<file path="src/rtl/load_store_unit_pkg.sv">
// Shared definitions for the load/store unit: FSM states, Funct3 access codes,
// and the alignment check used when the misaligned trap is built in.
// Pure types/constants/functions; no latency or flow control of its own.
package load_store_unit_pkg;

    typedef enum logic [1:0] {
        IDLE = 2'd0,
        REQ  = 2'd1,
        WAIT = 2'd2,
        DONE = 2'd3
    } lsu_state_t;

    // Funct3 load/store encodings (RISC-V style)
    localparam logic [2:0] F3_B  = 3'b000;
    localparam logic [2:0] F3_H  = 3'b001;
    localparam logic [2:0] F3_W  = 3'b010;
    localparam logic [2:0] F3_BU = 3'b100;
    localparam logic [2:0] F3_HU = 3'b101;

    // Access size lives in Funct3[1:0]; 2'b1x is handled as a word.
    localparam logic [1:0] SZ_B = 2'b00;
    localparam logic [1:0] SZ_H = 2'b01;

    // Half must sit on an even byte, word on a word boundary.
    function automatic logic is_misaligned(input logic [2:0] f3, input logic [1:0] a);
        logic mis;
        mis = 1'b0;
        if (f3[1:0] == SZ_H)
            mis = a[0];
        else if (f3[1:0] != SZ_B)
            mis = (a != 2'b00);
        return mis;
    endfunction

endpackage

</file>
<file path="src/rtl/lsu_load_align.sv">
// Load alignment: picks the addressed byte/half from the bus word and extends it.
// Latency: purely combinational. Backpressure: none, no state.
// Ports: rdata (bus word), addr_lo (byte offset), funct3 (size/extension), data (result).
module lsu_load_align
    import load_store_unit_pkg::*;
(
    input  logic [31:0] rdata,
    input  logic [1:0]  addr_lo,
    input  logic [2:0]  funct3,
    output logic [31:0] data
);

    logic [7:0]  byte_sel;
    logic [15:0] half_sel;

    always_comb begin
        byte_sel = rdata[7:0];
        case (addr_lo)
            2'd0: byte_sel = rdata[7:0];
            2'd1: byte_sel = rdata[15:8];
            2'd2: byte_sel = rdata[23:16];
            2'd3: byte_sel = rdata[31:24];
            default: byte_sel = rdata[7:0];
        endcase
        half_sel = addr_lo[1] ? rdata[31:16] : rdata[15:0];

        data = rdata;
        case (funct3)
            F3_B:    data = {{24{byte_sel[7]}}, byte_sel};
            F3_H:    data = {{16{half_sel[15]}}, half_sel};
            F3_BU:   data = {24'd0, byte_sel};
            F3_HU:   data = {16'd0, half_sel};
            default: data = rdata;
        endcase
    end

endmodule

</file>
<file path="src/rtl/load_store_unit.sv">
// Load/store unit: turns a held MemReq into one req/gnt(/rvalid) bus transaction.
// Latency: store done 2 cycles after MemReq, load 3 (zero-wait bus); timeout -> BusErr.
// Backpressure: LSU_Stall holds the pipeline until the single-cycle LSU_Done pulse.
// Ports: MemReq/MemWrite/Funct3/ALUResult/WriteData from the pipe; dmem_* bus master;
//        ReadData (registered load result), LSU_Stall, LSU_Done, BusErr, Misaligned.
// Build option: define LSU_MISALIGN_TRAP_EN to complete misaligned accesses without a
// bus cycle and flag Misaligned; otherwise low address bits are simply dropped.
module load_store_unit
    import load_store_unit_pkg::*;
#(
    parameter int TIMEOUT_CYCLES = 255
) (
    input  logic        clk,
    input  logic        rst_n,
    input  logic        MemReq,
    input  logic        MemWrite,
    input  logic [2:0]  Funct3,
    input  logic [31:0] ALUResult,
    input  logic [31:0] WriteData,
    output logic        dmem_req,
    output logic        dmem_we,
    output logic [31:0] dmem_addr,
    output logic [3:0]  dmem_be,
    output logic [31:0] dmem_wdata,
    input  logic        dmem_gnt,
    input  logic        dmem_rvalid,
    input  logic [31:0] dmem_rdata,
    output logic [31:0] ReadData,
    output logic        LSU_Stall,
    output logic        LSU_Done,
    output logic        BusErr,
    output logic        Misaligned
);

    localparam int CNT_W = ($clog2(TIMEOUT_CYCLES + 1) > 8) ? $clog2(TIMEOUT_CYCLES + 1) : 8;
    // Counter reads 0 in the first REQ cycle, so the last allowed cycle is N-1.
    localparam logic [CNT_W-1:0] CNT_LAST = CNT_W'(TIMEOUT_CYCLES - 1);

    lsu_state_t       state, next_state;
    logic [CNT_W-1:0] cnt;
    logic             timeout;
    logic             to_err;
    logic [31:0]      load_data;

    assign timeout = (cnt == CNT_LAST);

    // Bus-side fields come straight from the pipeline inputs, which the
    // pipeline keeps stable while LSU_Stall is high.
    assign dmem_req  = (state == REQ);
    assign dmem_we   = (state == REQ) & MemWrite;
    assign dmem_addr = {ALUResult[31:2], 2'b00};

    always_comb begin
        dmem_be    = 4'b1111;
        dmem_wdata = WriteData;
        case (Funct3[1:0])
            SZ_B: begin
                dmem_be    = 4'b0001 << ALUResult[1:0];
                dmem_wdata = {4{WriteData[7:0]}};
            end
            SZ_H: begin
                dmem_be    = ALUResult[1] ? 4'b1100 : 4'b0011;
                dmem_wdata = {2{WriteData[15:0]}};
            end
            default: begin
                dmem_be    = 4'b1111;
                dmem_wdata = WriteData;
            end
        endcase
    end

    lsu_load_align u_align (
        .rdata   (dmem_rdata),
        .addr_lo (ALUResult[1:0]),
        .funct3  (Funct3),
        .data    (load_data)
    );

`ifdef LSU_MISALIGN_TRAP_EN
    logic trap;
    logic mis_q;
`endif

    // Next state. A bus event in the same cycle as the timeout takes priority.
    always_comb begin
        next_state = state;
        to_err     = 1'b0;
`ifdef LSU_MISALIGN_TRAP_EN
        trap       = 1'b0;
`endif
        case (state)
            IDLE: begin
                if (MemReq) begin
`ifdef LSU_MISALIGN_TRAP_EN
                    if (is_misaligned(Funct3, ALUResult[1:0])) begin
                        next_state = DONE;
                        trap       = 1'b1;
                    end else begin
                        next_state = REQ;
                    end
`else
                    next_state = REQ;
`endif
                end
            end
            REQ: begin
                if (dmem_gnt) begin
                    next_state = MemWrite ? DONE : WAIT;
                end else if (timeout) begin
                    next_state = DONE;
                    to_err     = 1'b1;
                end
            end
            WAIT: begin
                if (dmem_rvalid) begin
                    next_state = DONE;
                end else if (timeout) begin
                    next_state = DONE;
                    to_err     = 1'b1;
                end
            end
            DONE:    next_state = IDLE;
            default: next_state = IDLE;
        endcase
    end

    always_ff @(posedge clk or negedge rst_n) begin
        if (!rst_n) begin
            state    <= IDLE;
            cnt      <= '0;
            BusErr   <= 1'b0;
            ReadData <= 32'd0;
        end else begin
            state <= next_state;
            if (state == IDLE && next_state == REQ)
                cnt <= '0;
            else if (state == REQ || state == WAIT)
                cnt <= cnt + CNT_W'(1);
            // Flag registered on entry to DONE, so it is high only with LSU_Done.
            BusErr <= to_err;
            if (state == WAIT && dmem_rvalid)
                ReadData <= load_data;
            else if (to_err && !MemWrite)
                ReadData <= 32'd0;
        end
    end

`ifdef LSU_MISALIGN_TRAP_EN
    always_ff @(posedge clk or negedge rst_n) begin
        if (!rst_n)
            mis_q <= 1'b0;
        else
            mis_q <= trap;
    end
    assign Misaligned = mis_q;
`else
    assign Misaligned = 1'b0;
`endif

    assign LSU_Done  = (state == DONE);
    assign LSU_Stall = ((state == IDLE) & MemReq) | (state == REQ) | (state == WAIT);

endmodule

</file>
<file path="config.mk">
export PLATFORM = sky130hd
export DESIGN_NAME = load_store_unit
export DESIGN_NICKNAME = d
export VERILOG_FILES = /design/src/rtl/load_store_unit_pkg.sv /design/src/rtl/lsu_load_align.sv /design/src/rtl/load_store_unit.sv
export SDC_FILE = /design/constraint.sdc
export NUM_CORES = 1
export LEC_CHECK = 0
export ABC_AREA = 1
export BUFFER_PORTS_ARGS = -buffer_cell sky130_fd_sc_hd__buf_2
export CAP_MARGIN = 20
export CORE_MARGIN = 2
export CORE_UTILIZATION = 39
export DETAILED_ROUTE_END_ITERATION = 8
export GPL_TIMING_DRIVEN = 0
export MAX_ROUTING_LAYER = met4
export PLACE_DENSITY = 0.87
export SLEW_MARGIN = 25
export SYNTH_ARGS = -nofsm -noshare
export SYNTH_HDL_FRONTEND = slang
export SYNTH_SLANG_ARGS = --single-unit
</file>
<file path="constraint.sdc">
create_clock -name clk -period 1.7 [get_ports clk]
set_input_delay 0.17 -clock clk [delete_from_list [all_inputs] [get_ports clk]]
set_output_delay 0.17 -clock clk [all_outputs]
set_load 0.01 [all_outputs]
</file>
=== Yosys cells after proc, flatten, opt, wreduce, memory -nomap -nowiden ===
Cells that the tools add are included.

* Bits in registers: 43
* Bits of input ports: 105
* Word-level logic and storage cells: 53

* $add $sub $neg: 1
* Equal/unequal tests: 12
* Shift-type cells: 1
* Multiplexer cells: 20
* Bitwise gates (word level): 4
* Reduce and logical (&&, ||, !) cells: 11

{| class="wikitable"
|+ Operator list
! kind !! count
|-
| 32-bit case mux with 4 select lines || 1
|-
| 32-bit two-way mux || 2
|-
| 32-bit case mux with 2 select lines || 1
|-
| 8-bit case mux with 4 select lines || 1
|-
| 16-bit two-way mux || 1
|-
| 8-bit two-way mux || 2
|-
| 8-bit by 1-bit adder with 8-bit output, second input constant || 1
|-
| 2-bit by 1-bit equality test with 1-bit output, second input constant || 4
|-
| 2-bit equality test, second input constant || 4
|-
| 8-bit equality test, second input constant || 1
|-
| 2-bit two-way mux || 4
|-
| 2-bit case mux with 4 select lines || 1
|-
| 4-bit case mux with 2 select lines || 1
|-
| 3-bit equality test, second input constant || 2
|-
| 2-bit zero test || 3
|-
| 1-bit two-way mux || 4
|-
| 4-bit two-way mux || 1
|-
| 2-bit nonzero test || 2
|-
| 1-bit by 2-bit << shifter with 4-bit output, first input constant || 1
|-
| 3-bit by 1-bit equality test with 1-bit output, second input constant || 1
|-
| 1-bit logical AND || 3
|-
| 3-bit zero test || 1
|-
| 1-bit AND || 2
|-
| 1-bit bitwise OR || 2
|-
| other kinds (3) || 3
|}

=== Longest topological paths before layout ===
* Word-level depth: 7
* Gate-level depth with buffers: 12

=== By module ===
From an unflattened synthesis, not the netlist that was laid out.

* Cells, all modules: 501
* Area, all modules: 3540.9 µm²

{| class="wikitable"
|+ By module, submodules not included
! module !! instances !! cells each !! area each (µm²) !! seq. area each (µm²)
|-
| load_store_unit || 1 || 355 || 2778.9 || 1076.0
|-
| lsu_load_align || 1 || 146 || 762.0 || 0.0
|}

=== Worst setup path before layout ===
OpenSTA, ideal clock, no wires.

* Kind: reg-to-reg
* From: reg state[1]
* To: reg ReadData[1]
* Library setup time: 0.134 ns
* Arrival time: 1.463 ns
* Data required time: 1.566 ns
* Path slack: 0.102 ns
* Cell stages (with the launch flop): 11
* Period minus slack after synthesis: 1.598 ns
* Cell sequence: dfrtp_1 > inv_1 > ha_1 > inv_1 > o22ai_1 > nand2_1 > nor2_2 > nand2_2 > buf_2 > nand3_1 > o31ai_1

* Longest elaborated chain between the ends: 4

{| class="wikitable"
|+ RTL lines
! item !! line !! RTL
|-
| start, declared || load_store_unit.sv:39 || <nowiki>lsu_state_t state, next_state;</nowiki>
|-
| start signal, assigned || load_store_unit.sv:134 || <nowiki>state <= next_state;</nowiki>
|-
| 2-bit by 1-bit equality test with 1-bit output || - ||
|-
| named net dmem_req || load_store_unit.sv:20 || <nowiki>output logic dmem_req,</nowiki>
|-
| 1-bit case mux with 2 select lines || load_store_unit.sv:91 || <nowiki>case (state)</nowiki>
|-
| named net to_err || load_store_unit.sv:42 || <nowiki>logic to_err;</nowiki>
|-
| 1-bit logical AND || load_store_unit.sv:143 || <nowiki>else if (to_err && !MemWrite)</nowiki>
|-
| 2-bit nonzero test (no line) || - ||
|-
| end signal, assigned || load_store_unit.sv:142 || <nowiki>ReadData <= load_data;</nowiki>
|-
| end, declared || load_store_unit.sv:28 || <nowiki>output logic [31:0] ReadData,</nowiki>
|}

The timed path passes the listed nets, and every way through them passes these cells.
A chain may end at the register's enable or synchronous reset.

=== Worst setup path in the final report ===
* From: reg state[1]
* To: reg cnt[7]

* Longest elaborated chain between the ends: 6

{| class="wikitable"
|+ RTL lines
! item !! line !! RTL
|-
| 2-bit two-way mux || load_store_unit.sv:109, load_store_unit.sv:117 ||
|-
| 2-bit two-way mux (on tied branches) || load_store_unit.sv:115, load_store_unit.sv:107 ||
|-
| 2-bit case mux with 4 select lines || load_store_unit.sv:91 ||
|-
| 2-bit by 1-bit equality test with 1-bit output || load_store_unit.sv:135 || <nowiki>if (state == IDLE && next_state == REQ)</nowiki>
|-
| 1-bit logical AND || load_store_unit.sv:135 ||
|-
| 8-bit two-way mux or 2-bit nonzero test (tied branches) || - ||
|-
| end signal, assigned || load_store_unit.sv:138 || <nowiki>cnt <= cnt + CNT_W'(1);</nowiki>
|-
| end, declared || load_store_unit.sv:40 || <nowiki>logic [CNT_W-1:0] cnt;</nowiki>
|}

Parallel ways exist; a longest one is shown, timed or not.

==> flow_summary.ini <==
[synth]
yosysTopAreaCellShare = 0.326
synth_top_cell_by_area = dfrtp_1
synth_area_leaders = dfrtp_1 (33%), nand2_1 (14%), buf_4 (9.3%), nand3_1 (7.9%), a21oi_1 (4.7%)
ys_ff_latch = 43
synth.distinct_cells = 32
synth-simple-area-share = 0.294
ys_seq_area_frac = 0.326
synth_xor_xnor_area_share = 0.0186
syn_inst = 468
synthAdderAreaFrac = 0.0303
synth_compound_area_frac = 0.146
yosys-mux-area-fraction = 0
syn_area_mm2 = 0.00330
syn_area_per_cell_um2 = 7.05
yosysWarningCount = 0
synth_top_family_by_area = simple AND/OR/NAND/NOR gates

[placed_design]
io_buffers = 176
place_ws_ps = -191
place_congestion = 0.981
dp.cells = 751
dp_hpwl_um = 9310
place_area_mm2 = 0.00432

[floorplanning]
start_util = 0.402
die_y_um = 96.0
fp.dieW_um = 96.0
rows = 33
coreArea_mm2 = 0.00822
die-area_mm2 = 0.00921
boundaryPins = 211

[clock_network]
cts_tree = done
cts-htree-levels = 2
clkLatencyLatePin_ps = 290
cts-root-buf = clkbuf_8
clk_pin_slew_worst_paths_ps = 80
clock_tree.buffer_depth = 2
cts-buffers-inserted = 5
clkSinkCount = 43

[job]
cap_violations = 0

[power_and_ir_drop]
totalPowerFinal_mw = 5.08
pwr-share-comb = 0.547
netSwitchingPower_mw = 2.10
ir_drop_mv = 0.394
pwr-share-seq = 0.334
clkPwrFrac = 0.119
leakage_nw = 2.65
p_int_mw = 2.98
powerDensity_mw_per_mm2 = 1100
p_sw_frac = 0.414

[drt]
ant_nets = 0
wl_per_cell_um = 15.0
vias_per_cell = 5.12
drc = 0
vias = 3961
dr.pass1.iters = 6
drt-total-wl_um = 11600
drt_iter0_markers = 323

[critical_path]
worstPathRequired_ps = 1880
path_cells = inv_4, ha_4, buf_6, nand4_1, nand3b_1, nor2_2, xnor2_1, nor2_1
cp-start-kind = register
critPathArrivalTime_ps = 1830
endpoint = cnt[7]
crit_buf_inv = 2
cp.depth = 8
worstSetupPathType = register to register
worst_path_dominant_cell_family = simple AND/OR/NAND/NOR gates
path_max_fanout = 5
regToRegSetupSlack_ps = 50
critPathSlowestCell = dfrtp_2
cp_slowest_stage_delay_ps = 440
timing.rr.end = cnt[7]
worstSetupEndpointType = register
startpoint = state[1]
ff2ff_path_depth = 8
r2r-start = state[1]

[hold_path]
worstHoldStart = MemReq
hold_class = input port to register

[cells_and_area]
fin_area_mm2 = 0.00461
utilization = 0.561
drive_above_1_share = 0.429
seq_area_mm2 = 0.00108
multi_input_area_mm2 = 0.00168
syn_to_final_growth_pct = 39.8
fin_cells = 774
num-nets-final = 780
fillers = 795

[timing]
slew_headroom = 0.623
hold_violations = 0
period_needed_ps = 1650
finalClockSkew_ps = 5.45
period_share = 0.971
worst_pin_slew_ps = 566
slew_viol_final = 0
fmax_mhz = 606
setup_viol = 0
rsz0062_at_grt = true
setup_slack_ps = 48.9

[global_route]
grt_pass1_vias = 3677
grt_pass1_wl_um = 16900
antenna_found_initial = 1
grt_max_degree = 44
grt_usage = 0.245
grt_overflow_total = 0

[outcome]
run_status = completed
==> Yosys cell counts <==
cell type and count:
nand2_1 123, nand3_1 52, dfrtp_1 43, buf_4 41
inv_1 39, a21oi_1 31, nor2_1 30, o21ai_0 22
o211ai_1 15, buf_2 13, nand2_2 11, ha_1 8
clkbuf_1 5, o31ai_1 5, buf_1 4, xor2_1 4
xnor2_1 3, buf_6 2, nand4_1 2, o211ai_4 2
o21ai_1 2, buf_12 1, conb_1 1, inv_2 1
inv_4 1, nand2_4 1, nand3_4 1, nand3b_1 1
nor2_2 1, nor2_4 1, o22ai_1 1, o32ai_1 1
==> worst min-delay path, delay by kind of cell <==
kind	cells	cell delay [ps]
buf+inv	2	140
simple gates	2	140
==> registers in the layout, indices dropped and copies added, names as in the netlist <==
signal    flops
cnt           8
BusErr        1
ReadData     32
state         2
==> cell usage in the layout, fill, tap and decap left out, types with 3 or more instances in the layout <==
cell type  Yosys  routed
o21ai_0       22      22
nor2_1        30      29
inv_4          1       3
a21oi_1       31      31
xor2_1         4       4
buf_6          2       6
o211ai_1      15      15
buf_4         41      56
inv_2          1       3
ha_1           8       5
o31ai_1        5       5
nand2_1      123     122
diode_2        0       3
nand2_2       11      11
xnor2_1        3       3
nand3_1       52      52
inv_1         39      35
ha_4           0       3
conb_1         1       3
clkbuf_8       0       5
buf_2         13     184
dfrtp_1       43      42
clkbuf_1       5       5
==> cell type report <==
class                   count  share of cell area
plain buffers              65               0.104
multi-input cells         320               0.365
diodes                      3             0.00163
flip-flops and latches     43               0.234
repair buffers            191               0.216
clock buffers               6              0.0157
well taps                 105              0.0285
inverters                  41              0.0350
==> power groups by stage <==
stage | logic, mW | clock network, mW | registers (mW)
6_report | 2.78 | 0.603 | 1.70
5_1_grt | 3.08 | 0.656 | 1.74
4_1_cts | 2.55 | 0.623 | 1.70
3_5_place_dp | 2.37 | 0 | 1.74
3_3_place_gp | 2.28 | 0 | 1.70
2_1_floorplan | 1.30 | 0 | 1.85
==> worst min-delay path by stage <==
stage                  end  slack [ps]  cells after the start
6_report          state[1]         180                      4
5_1_grt        ReadData[4]         200                      3
4_1_cts           state[1]          50                      1
3_5_place_dp      state[1]         390                      1
3_3_place_gp      state[1]         350                      1
2_1_floorplan       BusErr        -130                      0
==> logic make-up (layout without fill, tap and decap cells) <==
logic type	count (synthesis)	count (layout)
buffers and inverters	107	303
AOI/OAI and AO/OA	79	79
and+or+nand+nor	223	223
other	1	6
DFF	43	43
adders and majority gates	8	8
xor gates and xnor gates	7	7
==> stage by stage <==
| step | hold slack (ps) | setup TNS (ps) |
|---|---|---|
| 2_1_floorplan | -126 | 0 |
| 3_3_place_gp | 353 | -2080 |
| 3_5_place_dp | 386 | -5280 |
| 4_1_cts | 54.4 | 0 |
| 5_1_grt | 198 | -360 |
| 6_report | 182 | 0 |
==> what timing repair did <==
action / CTS / global route
resized for setup: 12 / 23
pin swaps: 2 / 8
setup buffers: 7 / 7
setup endpoints to repair: 42 / 48
hold endpoints to repair: 0 / 43
hold buffers: 0 / 1
==> per-layer routing <==
metal | global-route usage | up-vias | part of all wire
met1 | 0.261 | 1812 | 0.34
li1 | - | 1877 | -
met4 | 0.110 | 0 | 0.034
met3 | 0.0431 | 34 | 0.097
met2 | 0.442 | 238 | 0.52
met5 | - | - | 0
No activity file was read; power rests on OpenSTA's default activity.
